File: src/rtl/qed_pkg.sv
// Shared types for the SQED duplicate sequencer: FSM state encoding,
// RV32I major opcodes and the original-to-duplicate register remap.
package qed_pkg;

   typedef enum logic [1:0] {
      ST_ORIG,
      ST_DUP,
      ST_WAIT,
      ST_CHECK
   } qed_state_e;

   localparam logic [6:0] OPC_OP     = 7'b0110011;
   localparam logic [6:0] OPC_OP_IMM = 7'b0010011;
   localparam logic [6:0] OPC_LOAD   = 7'b0000011;
   localparam logic [6:0] OPC_STORE  = 7'b0100011;
   localparam logic [6:0] OPC_BRANCH = 7'b1100011;
   localparam logic [6:0] OPC_LUI    = 7'b0110111;
   localparam logic [6:0] OPC_AUIPC  = 7'b0010111;
   localparam logic [6:0] OPC_JAL    = 7'b1101111;
   localparam logic [6:0] OPC_JALR   = 7'b1100111;

   // Move every register field the opcode actually uses into the x16-x31
   // bank by setting its top bit; immediates sharing those bit positions
   // are left alone because the opcode says they are not registers.
   function automatic logic [31:0] qed_remap(input logic [31:0] inst);
      logic [6:0]  opc;
      logic [31:0] res;
      opc = inst[6:0];
      res = inst;
      if (opc != OPC_STORE && opc != OPC_BRANCH)
         res[11] = 1'b1;
      if (!(opc inside {OPC_LUI, OPC_AUIPC, OPC_JAL}))
         res[19] = 1'b1;
      if (opc inside {OPC_OP, OPC_STORE, OPC_BRANCH})
         res[24] = 1'b1;
      return res;
   endfunction

endpackage

File: src/rtl/qed_dup_sequencer_if.sv
// Fetch-side and decode-side valid/ready handshakes of the duplicate
// sequencer. The sequencer is the slave; fetch/decode (or a bench) is master.
interface qed_dup_sequencer_if;

   logic [31:0] in_inst;
   logic        in_valid;
   logic        in_ready;
   logic [31:0] out_inst;
   logic        out_valid;
   logic        out_ready;
   logic        out_is_dup;

   modport master (
      output in_inst, in_valid, out_ready,
      input  in_ready, out_inst, out_valid, out_is_dup
   );

   modport slave (
      input  in_inst, in_valid, out_ready,
      output in_ready, out_inst, out_valid, out_is_dup
   );

endinterface

File: src/rtl/qed_inst_buffer.sv
// Circular instruction buffer holding the originals of one round until they
// are replayed as duplicates. Occupancy is owned by the caller's counters;
// this block only tracks head/tail and the storage.
module qed_inst_buffer #(
   parameter int DEPTH = 16
) (
   input  logic        clk,
   input  logic        rst,
   input  logic        clr,
   input  logic        push,
   input  logic        pop,
   input  logic [31:0] push_data,
   output logic [31:0] head_data
);

   localparam int AW = $clog2(DEPTH);

   logic [31:0]   mem_q [DEPTH];
   logic [AW-1:0] head_q, head_d;
   logic [AW-1:0] tail_q, tail_d;

   // Next pointers; DEPTH is a power of two so plain increment wraps.
   // NOTE: every always_comb variable is given a default first, so no path
   // leaves it unassigned and no latch is inferred.
   always_comb begin
      head_d = head_q;
      tail_d = tail_q;
      if (clr) begin
         head_d = '0;
         tail_d = '0;
      end else begin
         if (push) tail_d = tail_q + AW'(1);
         if (pop)  head_d = head_q + AW'(1);
      end
   end

   // Pointer registers with synchronous reset.
   // NOTE: state is updated with non-blocking assignments only, so every
   // flop samples the pre-edge value of every other flop.
   always_ff @(posedge clk) begin
      if (rst) begin
         head_q <= '0;
         tail_q <= '0;
      end else begin
         head_q <= head_d;
         tail_q <= tail_d;
      end
   end

   // Storage write.
   // NOTE: the array is deliberately not reset; an entry is only read after
   // it has been pushed in the current round, so reset would buy nothing.
   always_ff @(posedge clk) begin
      if (push) mem_q[tail_q] <= push_data;
   end

   assign head_data = mem_q[head_q];

endmodule

File: src/rtl/qed_dup_sequencer.sv
// SQED instruction-side producer: forwards originals (x0-x15) to decode while
// recording them, replays them remapped to x16-x31, then waits for the core to
// drain and pulses the register-match check enable.
// Build option: define QED_AUTO_DUP_EN to start the duplicate phase
// automatically whenever the buffer fills.
module qed_dup_sequencer
   import qed_pkg::*;
#(
   parameter int DEPTH = 16,
   parameter int CW    = $clog2(DEPTH + 1)
) (
   input  logic                clk,
   input  logic                rst,
   qed_dup_sequencer_if.slave  bus,
   input  logic                exec_dup,
   input  logic                core_idle,
   output logic                wait_till_commit,
   output logic                wait_till_commit_reg,
   output logic                chk_en,
   output logic [CW-1:0]       num_orig_insts,
   output logic [CW-1:0]       num_dup_insts
);

   qed_state_e  state_q, state_d;
   logic [31:0] out_inst_q, out_inst_d;
   logic        out_valid_q, out_valid_d;
   logic        out_is_dup_q, out_is_dup_d;
   logic [CW-1:0] num_orig_q, num_orig_d;
   logic [CW-1:0] num_dup_q, num_dup_d;
   logic        wtc_q, wtc_d;
   logic        wtc_reg_q, wtc_reg_d;
   logic        chk_en_q, chk_en_d;

   logic [CW-1:0] occupancy;
   logic        buf_full, buf_empty;
   logic        out_free, in_ready_w, accept, pop, clr, auto_dup;
   logic [31:0] head_data;

   // Occupancy comes from the counters; head == tail is ambiguous when full.
   assign occupancy  = num_orig_q - num_dup_q;
   assign buf_full   = (num_orig_q == CW'(DEPTH));
   assign buf_empty  = (occupancy == '0);
   assign out_free   = !out_valid_q || bus.out_ready;
   assign in_ready_w = !rst && (state_q == ST_ORIG) && out_free && !buf_full;
   assign accept     = bus.in_valid && in_ready_w;
   assign pop        = (state_q == ST_DUP) && out_free && !buf_empty;
   assign clr        = (state_q == ST_CHECK);

`ifdef QED_AUTO_DUP_EN
   assign auto_dup = buf_full;
`else
   assign auto_dup = 1'b0;
`endif

   qed_inst_buffer #(.DEPTH(DEPTH)) u_buf (
      .clk       (clk),
      .rst       (rst),
      .clr       (clr),
      .push      (accept),
      .pop       (pop),
      .push_data (bus.in_inst),
      .head_data (head_data)
   );

   // Next-state, output-register and counter logic for one round.
   // NOTE: combinational logic uses blocking assignments so later statements
   // see the values computed above them within the same evaluation.
   always_comb begin
      state_d      = state_q;
      out_inst_d   = out_inst_q;
      out_valid_d  = out_valid_q;
      out_is_dup_d = out_is_dup_q;
      num_orig_d   = num_orig_q;
      num_dup_d    = num_dup_q;

      // Skid stage: refill only when the current word is gone or leaving.
      if (out_free) begin
         out_valid_d = 1'b0;
         if (accept) begin
            out_inst_d   = bus.in_inst;
            out_is_dup_d = 1'b0;
            out_valid_d  = 1'b1;
         end else if (pop) begin
            out_inst_d   = qed_remap(head_data);
            out_is_dup_d = 1'b1;
            out_valid_d  = 1'b1;
         end
      end

      case (state_q)
         ST_ORIG: begin
            if (accept) num_orig_d = num_orig_q + CW'(1);
            // An accept coinciding with exec_dup lands first, so the buffer
            // is guaranteed non-empty on entry to DUP.
            if ((exec_dup && (accept || !buf_empty)) || auto_dup)
               state_d = ST_DUP;
         end
         ST_DUP: begin
            if (pop) begin
               num_dup_d = num_dup_q + CW'(1);
               if (occupancy == CW'(1)) state_d = ST_WAIT;
            end
         end
         ST_WAIT: begin
            if (!out_valid_q && core_idle) state_d = ST_CHECK;
         end
         ST_CHECK: begin
            state_d    = ST_ORIG;
            num_orig_d = '0;
            num_dup_d  = '0;
         end
         default: state_d = ST_ORIG;
      endcase

      // Commit-wait only once the last duplicate has left the skid stage.
      wtc_d     = (state_d == ST_WAIT) && !out_valid_d;
      wtc_reg_d = wtc_q;
      chk_en_d  = (state_d == ST_CHECK);
   end

   // FSM and registered outputs, synchronous active-high reset.
   always_ff @(posedge clk) begin
      if (rst) begin
         state_q      <= ST_ORIG;
         out_inst_q   <= '0;
         out_valid_q  <= 1'b0;
         out_is_dup_q <= 1'b0;
         num_orig_q   <= '0;
         num_dup_q    <= '0;
         wtc_q        <= 1'b0;
         wtc_reg_q    <= 1'b0;
         chk_en_q     <= 1'b0;
      end else begin
         state_q      <= state_d;
         out_inst_q   <= out_inst_d;
         out_valid_q  <= out_valid_d;
         out_is_dup_q <= out_is_dup_d;
         num_orig_q   <= num_orig_d;
         num_dup_q    <= num_dup_d;
         wtc_q        <= wtc_d;
         wtc_reg_q    <= wtc_reg_d;
         chk_en_q     <= chk_en_d;
      end
   end

   assign bus.in_ready         = in_ready_w;
   assign bus.out_inst         = out_inst_q;
   assign bus.out_valid        = out_valid_q;
   assign bus.out_is_dup       = out_is_dup_q;
   assign wait_till_commit     = wtc_q;
   assign wait_till_commit_reg = wtc_reg_q;
   assign chk_en               = chk_en_q;
   assign num_orig_insts       = num_orig_q;
   assign num_dup_insts        = num_dup_q;

endmodule

File: src/flat_wrapper.sv
// flat-port wrapper written by rule: the top's interface ports become plain ports
module qed_dup_sequencer_flat import qed_pkg::*;
#(
   parameter int DEPTH = 16,
   parameter int CW    = $clog2(DEPTH + 1)
)
  (clk, rst, exec_dup, core_idle, wait_till_commit, wait_till_commit_reg, chk_en, num_orig_insts, num_dup_insts, bus_in_inst, bus_in_valid, bus_out_ready, bus_in_ready, bus_out_inst, bus_out_valid, bus_out_is_dup);
  qed_dup_sequencer_if bus_i ();
  input  logic clk;
  input  logic rst;
  input  logic exec_dup;
  input  logic core_idle;
  output logic wait_till_commit;
  output logic wait_till_commit_reg;
  output logic chk_en;
  output logic [CW-1:0] num_orig_insts;
  output logic [CW-1:0] num_dup_insts;
  input wire logic [$bits(bus_i.in_inst)-1:0] bus_in_inst;
  input wire logic [$bits(bus_i.in_valid)-1:0] bus_in_valid;
  input wire logic [$bits(bus_i.out_ready)-1:0] bus_out_ready;
  output wire logic [$bits(bus_i.in_ready)-1:0] bus_in_ready;
  output wire logic [$bits(bus_i.out_inst)-1:0] bus_out_inst;
  output wire logic [$bits(bus_i.out_valid)-1:0] bus_out_valid;
  output wire logic [$bits(bus_i.out_is_dup)-1:0] bus_out_is_dup;
  assign bus_i.in_inst = bus_in_inst;
  assign bus_i.in_valid = bus_in_valid;
  assign bus_i.out_ready = bus_out_ready;
  assign bus_in_ready = bus_i.in_ready;
  assign bus_out_inst = bus_i.out_inst;
  assign bus_out_valid = bus_i.out_valid;
  assign bus_out_is_dup = bus_i.out_is_dup;
  qed_dup_sequencer #(.DEPTH(DEPTH), .CW(CW)) u_core (.clk(clk), .rst(rst), .bus(bus_i), .exec_dup(exec_dup), .core_idle(core_idle), .wait_till_commit(wait_till_commit), .wait_till_commit_reg(wait_till_commit_reg), .chk_en(chk_en), .num_orig_insts(num_orig_insts), .num_dup_insts(num_dup_insts));
endmodule
File: config.mk
export PLATFORM = sky130hd
export DESIGN_NAME = qed_dup_sequencer_flat
export DESIGN_NICKNAME = d
export VERILOG_FILES = /design/src/rtl/qed_pkg.sv /design/src/rtl/qed_dup_sequencer_if.sv /design/src/rtl/qed_inst_buffer.sv /design/src/rtl/qed_dup_sequencer.sv /design/src/flat_wrapper.sv
export SDC_FILE = /design/constraint.sdc
export NUM_CORES = 1
export LEC_CHECK = 0
export ABC_AREA = 0
export BUFFER_PORTS_ARGS = -buffer_cell sky130_fd_sc_hd__buf_2
export CORE_ASPECT_RATIO = 1.2
export CORE_MARGIN = 5
export CORE_UTILIZATION = 40
export DETAILED_ROUTE_END_ITERATION = 8
export GPL_TIMING_DRIVEN = 0
export SLEW_MARGIN = 20
export SYNTH_ARGS = -nofsm -noshare
export SYNTH_HDL_FRONTEND = slang
export SYNTH_HIERARCHICAL = 1
export SYNTH_SLANG_ARGS = --single-unit
File: constraint.sdc
create_clock -name clk -period 3 [get_ports clk]
set_clock_uncertainty 0.2 [all_clocks]
set_input_delay 0.15 -clock clk [delete_from_list [all_inputs] [get_ports clk]]
set_output_delay 0.15 -clock clk [all_outputs]
set_load 0.05 [all_outputs]
## After elaboration in Yosys (flattened, before gate mapping)

Memory sizes are Yosys's and may differ from the RTL's. A register that Yosys moved wholly into a read port is not among the register bits.
Cells that the tools add are included.

- Add/sub/neg operators: 5
- Eq/ne operators: 17
- Mux-type cells: 23
- Reduce and logical (&&, ||, !) cells: 28

Operators with widths:

| operator | number |
|---|---|
| two-way mux 32 bit | 2 |
| == test 7 x 6 -> 1 bit, second input constant | 3 |
| one-hot mux 5 bit (2 select lines) | 2 |
| == test 7 bit, second input constant | 2 |
| adder 5 x 1 -> 5 bit, second input constant | 2 |
| logical AND 1 bit | 10 |
| two-way mux 1 bit | 10 |
| two-way mux 5 bit | 2 |
| adder 4 x 1 -> 4 bit, second input constant | 2 |
| == test 2 bit, second input constant | 4 |
| two-way mux 2 bit | 4 |
| two-way mux 4 bit | 2 |
| one-hot mux 2 bit (4 select lines) | 1 |
| == test 7 x 5 -> 1 bit, second input constant | 1 |
| != test 7 x 6 -> 1 bit, second input constant | 1 |
| != test 7 bit, second input constant | 1 |
| AND reduction 2 bit | 3 |
| nonzero test 2 bit | 3 |
| nonzero test 3 bit | 2 |
| == test 5 x 1 -> 1 bit, second input constant | 1 |
| == test 5 bit, second input constant | 1 |
| zero test 1 bit | 5 |
| zero test 5 bit | 1 |
| subtractor 5 bit | 1 |
| 5 further kinds | 7 |

- Flip-flop bits (word level): 57
- Memory bits (writable): 512
- Input bits: 38
- Output and inout port bits: 48
- Memories kept: 1

Memories:

| name | depth | width | read ports | clocked after Yosys merged registers in | wr ports | RTL line | text |
|---|---|---|---|---|---|---|---|
| u_core.u_buf.mem_q | 16 | 32 | 1 | 1 | 1 | qed_inst_buffer.sv:18 | `logic [31:0] mem_q [DEPTH];` |

## Logic depth before layout (Yosys ltp)

- Depth after elaboration: 11
- Gate-level depth with buffers: 12
- Depth with buffers taken out: 12

## Hierarchy

The synthesis kept the hierarchy.

By module, submodules not included:

| module | times used | cells each | area each (um^2) | seq. area each (um^2) |
|---|---|---|---|---|
| qed_inst_buffer | 1 | 847 | 19666.4 | 15615.0 |
| qed_dup_sequencer | 1 | 281 | 2401.1 | 980.9 |

## Least setup slack after synthesis

No wires, ideal clock.

- Path kind: reg-to-reg
- From: register u_core.num_orig_q[1], in the netlist u_core/num_orig_insts[1]
- To: memory u_core.u_buf.mem_q[0][0] (enable)
- Library setup time: 0.392 ns
- Arrival time: 3.052 ns
- Required time: 2.408 ns
- Setup slack: -0.644 ns
- Stages on the path, launching flop included: 11
- Path buffers: 2
- Clock period less this slack: 3.644 ns
- Cell sequence: dfxtp_1 inv_1 ha_1 nand2_1 o31ai_1 or2_1 buf_2 inv_2 clkbuf_1 nor3b_1 and2_1

- Cells in the longest elaborated chain, start to end: 6

RTL lines:

| item | RTL line | text |
|---|---|---|
| from (decl) | qed_dup_sequencer.sv:28 | `logic [CW-1:0] num_orig_q, num_orig_d;` |
| from (signal assigned) | qed_dup_sequencer.sv:138 | `num_orig_q <= num_orig_d;` |
| == test 5 bit | qed_dup_sequencer.sv:41 | `assign buf_full = (num_orig_q == CW'(DEPTH));` |
| zero test 1 bit | qed_dup_sequencer.sv:44 | `assign in_ready_w = !rst && (state_q == ST_ORIG) && out_free && !buf_full;` |
| logical AND 1 bit | qed_dup_sequencer.sv:44 |  |
| logical AND 1 bit | qed_dup_sequencer.sv:45 | `assign accept = bus.in_valid && in_ready_w;` |
| named net u_core.accept | qed_dup_sequencer.sv:36 | `logic out_free, in_ready_w, accept, pop, clr, auto_dup;` |
| two-way mux 1 bit | qed_inst_buffer.sv:54 | `if (push) mem_q[tail_q] <= push_data;` |
| two-way mux 1 bit (implied by the code) | qed_inst_buffer.sv:54 |  |
| to (decl) | qed_inst_buffer.sv:18 |  |

The timed path passes the listed nets, and every way through them passes these cells.

==> flow_metrics.tcl <==
set metrics [dict create \
    rsz0062_at_grt "yes" \
    dr.pass1.iters 5 \
    top_layer "met4" \
    drc 0 \
    post-place-cells 1935 \
    critPathArrivalTime_ps 3330 \
    fin_area_mm2 0.0269 \
    clock-root-buffer "clkbuf_16" \
    met2_length_um 29800 \
    finalCriticalPeriod_ps 3060 \
    antenna_found_initial 1 \
    dieArea_mm2 0.0600 \
    ant_nets 0 \
    violations "setup timing" \
    synth_edf_count 512 \
    core_mm2 0.0547 \
    timing.final.crit_share_pct 102 \
    avgSynthCellArea_um2 19.6 \
    power.density_mw_per_mm2 766 \
    grt_pass1_wl_um 83800 \
    cp_max_fo 7 \
    track_usage_pct 19.2 \
    fmax_ghz 0.327 \
    layout.cells.non_filler 2152 \
    ios 86 \
    dp_slack_ps -885 \
    finalHoldViolations 0 \
    cp-start-kind "flip-flop" \
    hp-class "in -> reg" \
    dp_hpwl_um 31000 \
    worstSetupPathType "reg -> reg" \
    grt_max_degree 33 \
    clkTransAtPathRegs_ps 60 \
    grt_pass1_vias 12400 \
    netlist-cell-type-count 55 \
    synth_async_sr_flop_share_pct 0 \
    ys_seq_area_share_pct 75.2 \
    regMostFlops "u_core/u_buf/mem_q" \
    worstMarginPinSlew_ps 968 \
    start_util_pct 40.4 \
    post-route-util_pct 49.2 \
    ir_drop_uv 543 \
    largest_reg_flops 512 \
    finalSetupTns_ps -57.7 \
    drtIter0Drc 1009 \
    slew_violations 0 \
    drive_above_1_share_pct 33.3 \
    postPlaceCellArea_mm2 0.0235 \
    rows 94 \
    num-nets-final 1435 \
    ys_warn_count 6 \
    via_per_inst 5.62 \
    wl_met1_um 23300 \
    ys.flop_type "edfxtp_1" \
    vias 12100 \
    status "finished, violations left" \
    post_drt_wl_per_cell_um 27.1 \
    syn_inst 1128 \
    area_growth_pct 21.9 \
    relSlewSlack_pct 35.4 \
    die_h_um 267 \
    synth.ff_latch_count 573 \
    clkSinkCount 573 \
    drt-total-wl_um 58400 \
    met3_wirelength_um 3760 \
    gp_congestion 0.770 \
    cts_buffer_depth 3 \
    setup_viol 1 \
    io_buffers 85 \
    grt_overflow 0 \
    synthesis.nets 1179 \
    cp-end-kind "flip-flop" \
    netlist_area_mm2 0.0221 \
    insertion_delay_ps 610 \
    p_leak_uw 0.00883 \
    setup_ws_ps -57.7 \
    dieWidth_um 224 \
    crit_required_ps 3270 \
    max_cap_violations 0 \
    cts_buffers 55 \
    cts_max_level 2 \
    cts_tree "built" \
]
## power breakdown
| group | switching, µW | total [µW] | internal [µW] |
|---|---|---|---|
| Sequential | 189 | 9170 | 8980 |
| Combinational | 2610 | 4680 | 2070 |
| Clock | 2910 | 6740 | 3830 |
## per-stage QoR
stage / power [µW] / hold WS, ps
final: 20600 / 50.3
after global routing: 21400 / 98.5
after CTS: 20400 / 3.84
after detailed placement: 13300 / 247
after global placement: 13300 / 243
after floorplan: 12200 / 48.9
## timing repair
item | in CTS | in global routing
pin swaps | 15 | 12
endpoints found under the setup margin | 535 | 246
buffers inserted | 34 | 29
hold endpoints to repair | 549 | 0
cloned | 12 | 0
hold buffers | 37 | 0
gates resized for setup | 100 | 28
## worst max-delay path, cell delays in order, from the launching register on
cell	delay, ps
dfxtp_4	420
buf_12	160
buf_12	130
mux4_2	510
a22oi_2	230
nand2_2	100
and4b_1	270
a21oi_2	40
or4b_4	550
a32oi_1	220
a21oi_1	80
## placed cells by master (no fill, tap or decap), types with 5 or more instances in the layout
master / Yosys / final
a211oi_1: 5 / 5
a21oi_1: 12 / 11
a22oi_1: 64 / 59
a22oi_2: 0 / 5
and2_4: 0 / 27
buf_12: 0 / 35
buf_2: 15 / 93
buf_4: 10 / 41
buf_6: 2 / 9
clkbuf_1: 26 / 35
clkbuf_16: 0 / 56
clkbuf_2: 0 / 5
clkbuf_4: 0 / 5
clkbuf_8: 0 / 10
clkinv_1: 0 / 8
clkinv_2: 0 / 8
dfxtp_1: 61 / 58
dlygate4sd3_1: 0 / 37
edfxtp_1: 512 / 512
ha_1: 12 / 12
inv_1: 8 / 7
mux4_2: 128 / 128
nand2_1: 50 / 47
nand2b_1: 5 / 5
nand4_1: 6 / 6
nor2_1: 88 / 86
nor2b_1: 5 / 5
o21ai_0: 7 / 7
o221a_1: 10 / 10
o221a_2: 19 / 19
## path summary, 6_finish.rpt
path,startpoint,to,slack [ps],cells after the start
hold / removal,rst,u_core/u_buf/tail_q[0],50,4
setup reg to reg,flip-flop,u_core/bus.out_inst[19],-60,10
hold reg to reg,u_core/bus.out_is_dup,u_core/bus.out_is_dup,250,2
setup / recovery,flip-flop,u_core/bus.out_inst[19],-60,10
## layout make-up
type,count,area [µm²]
fill,4467,27800
multi-input combinational,494,5370
tap,720,901
sequential,573,16600
inverter,9,40.0
timing repair buffer,188,1730
clock buffer,82,1590
buffer,63,507
antenna,1,2.50
clock inverter,22,171
## cells by family (layout without fill, tap and decap cells)
kind of cell               Yosys count  count (layout)  share of synthesized area, %
buffers and inverters               72             364                          1.55
DFF                                573             573                          75.2
AOI/OAI and AO/OA                  134             134                          4.85
adders and majority gates           13              13                         0.771
other                                0               1                             0
and+or+nand+nor                    197             208                          4.11
muxes                              130             130                          13.2
xor gates and xnor gates             9               9                         0.357
## cell usage after synthesis (all sizes together), types with 5 or more instances
master,n,area [µm²]
edfxtp,512,15400
mux4,128,2880
nor2,88,330
a22oi,64,480
dfxtp,61,1220
nand2,50,188
buf,37,210
o221a,29,327
clkbuf,26,97.6
and2,19,119
a21oi,13,68.8
ha,12,150
inv,9,33.8
o21ai,9,48.8
nand4,6,37.5
a211oi,5,37.5
nand2b,5,31.3
nor2b,5,31.3
xnor2,5,43.8
## layer usage
| metal | vias up | global-route usage (%) |
|---|---|---|
| met5 | - | 0 |
| met4 | 0 | 5.42 |
| met3 | 89 | 4.09 |
| met2 | 384 | 33.1 |
| met1 | 6484 | 24.7 |
| li1 | 5139 | - |
Power figures use the tool's default switching activity.
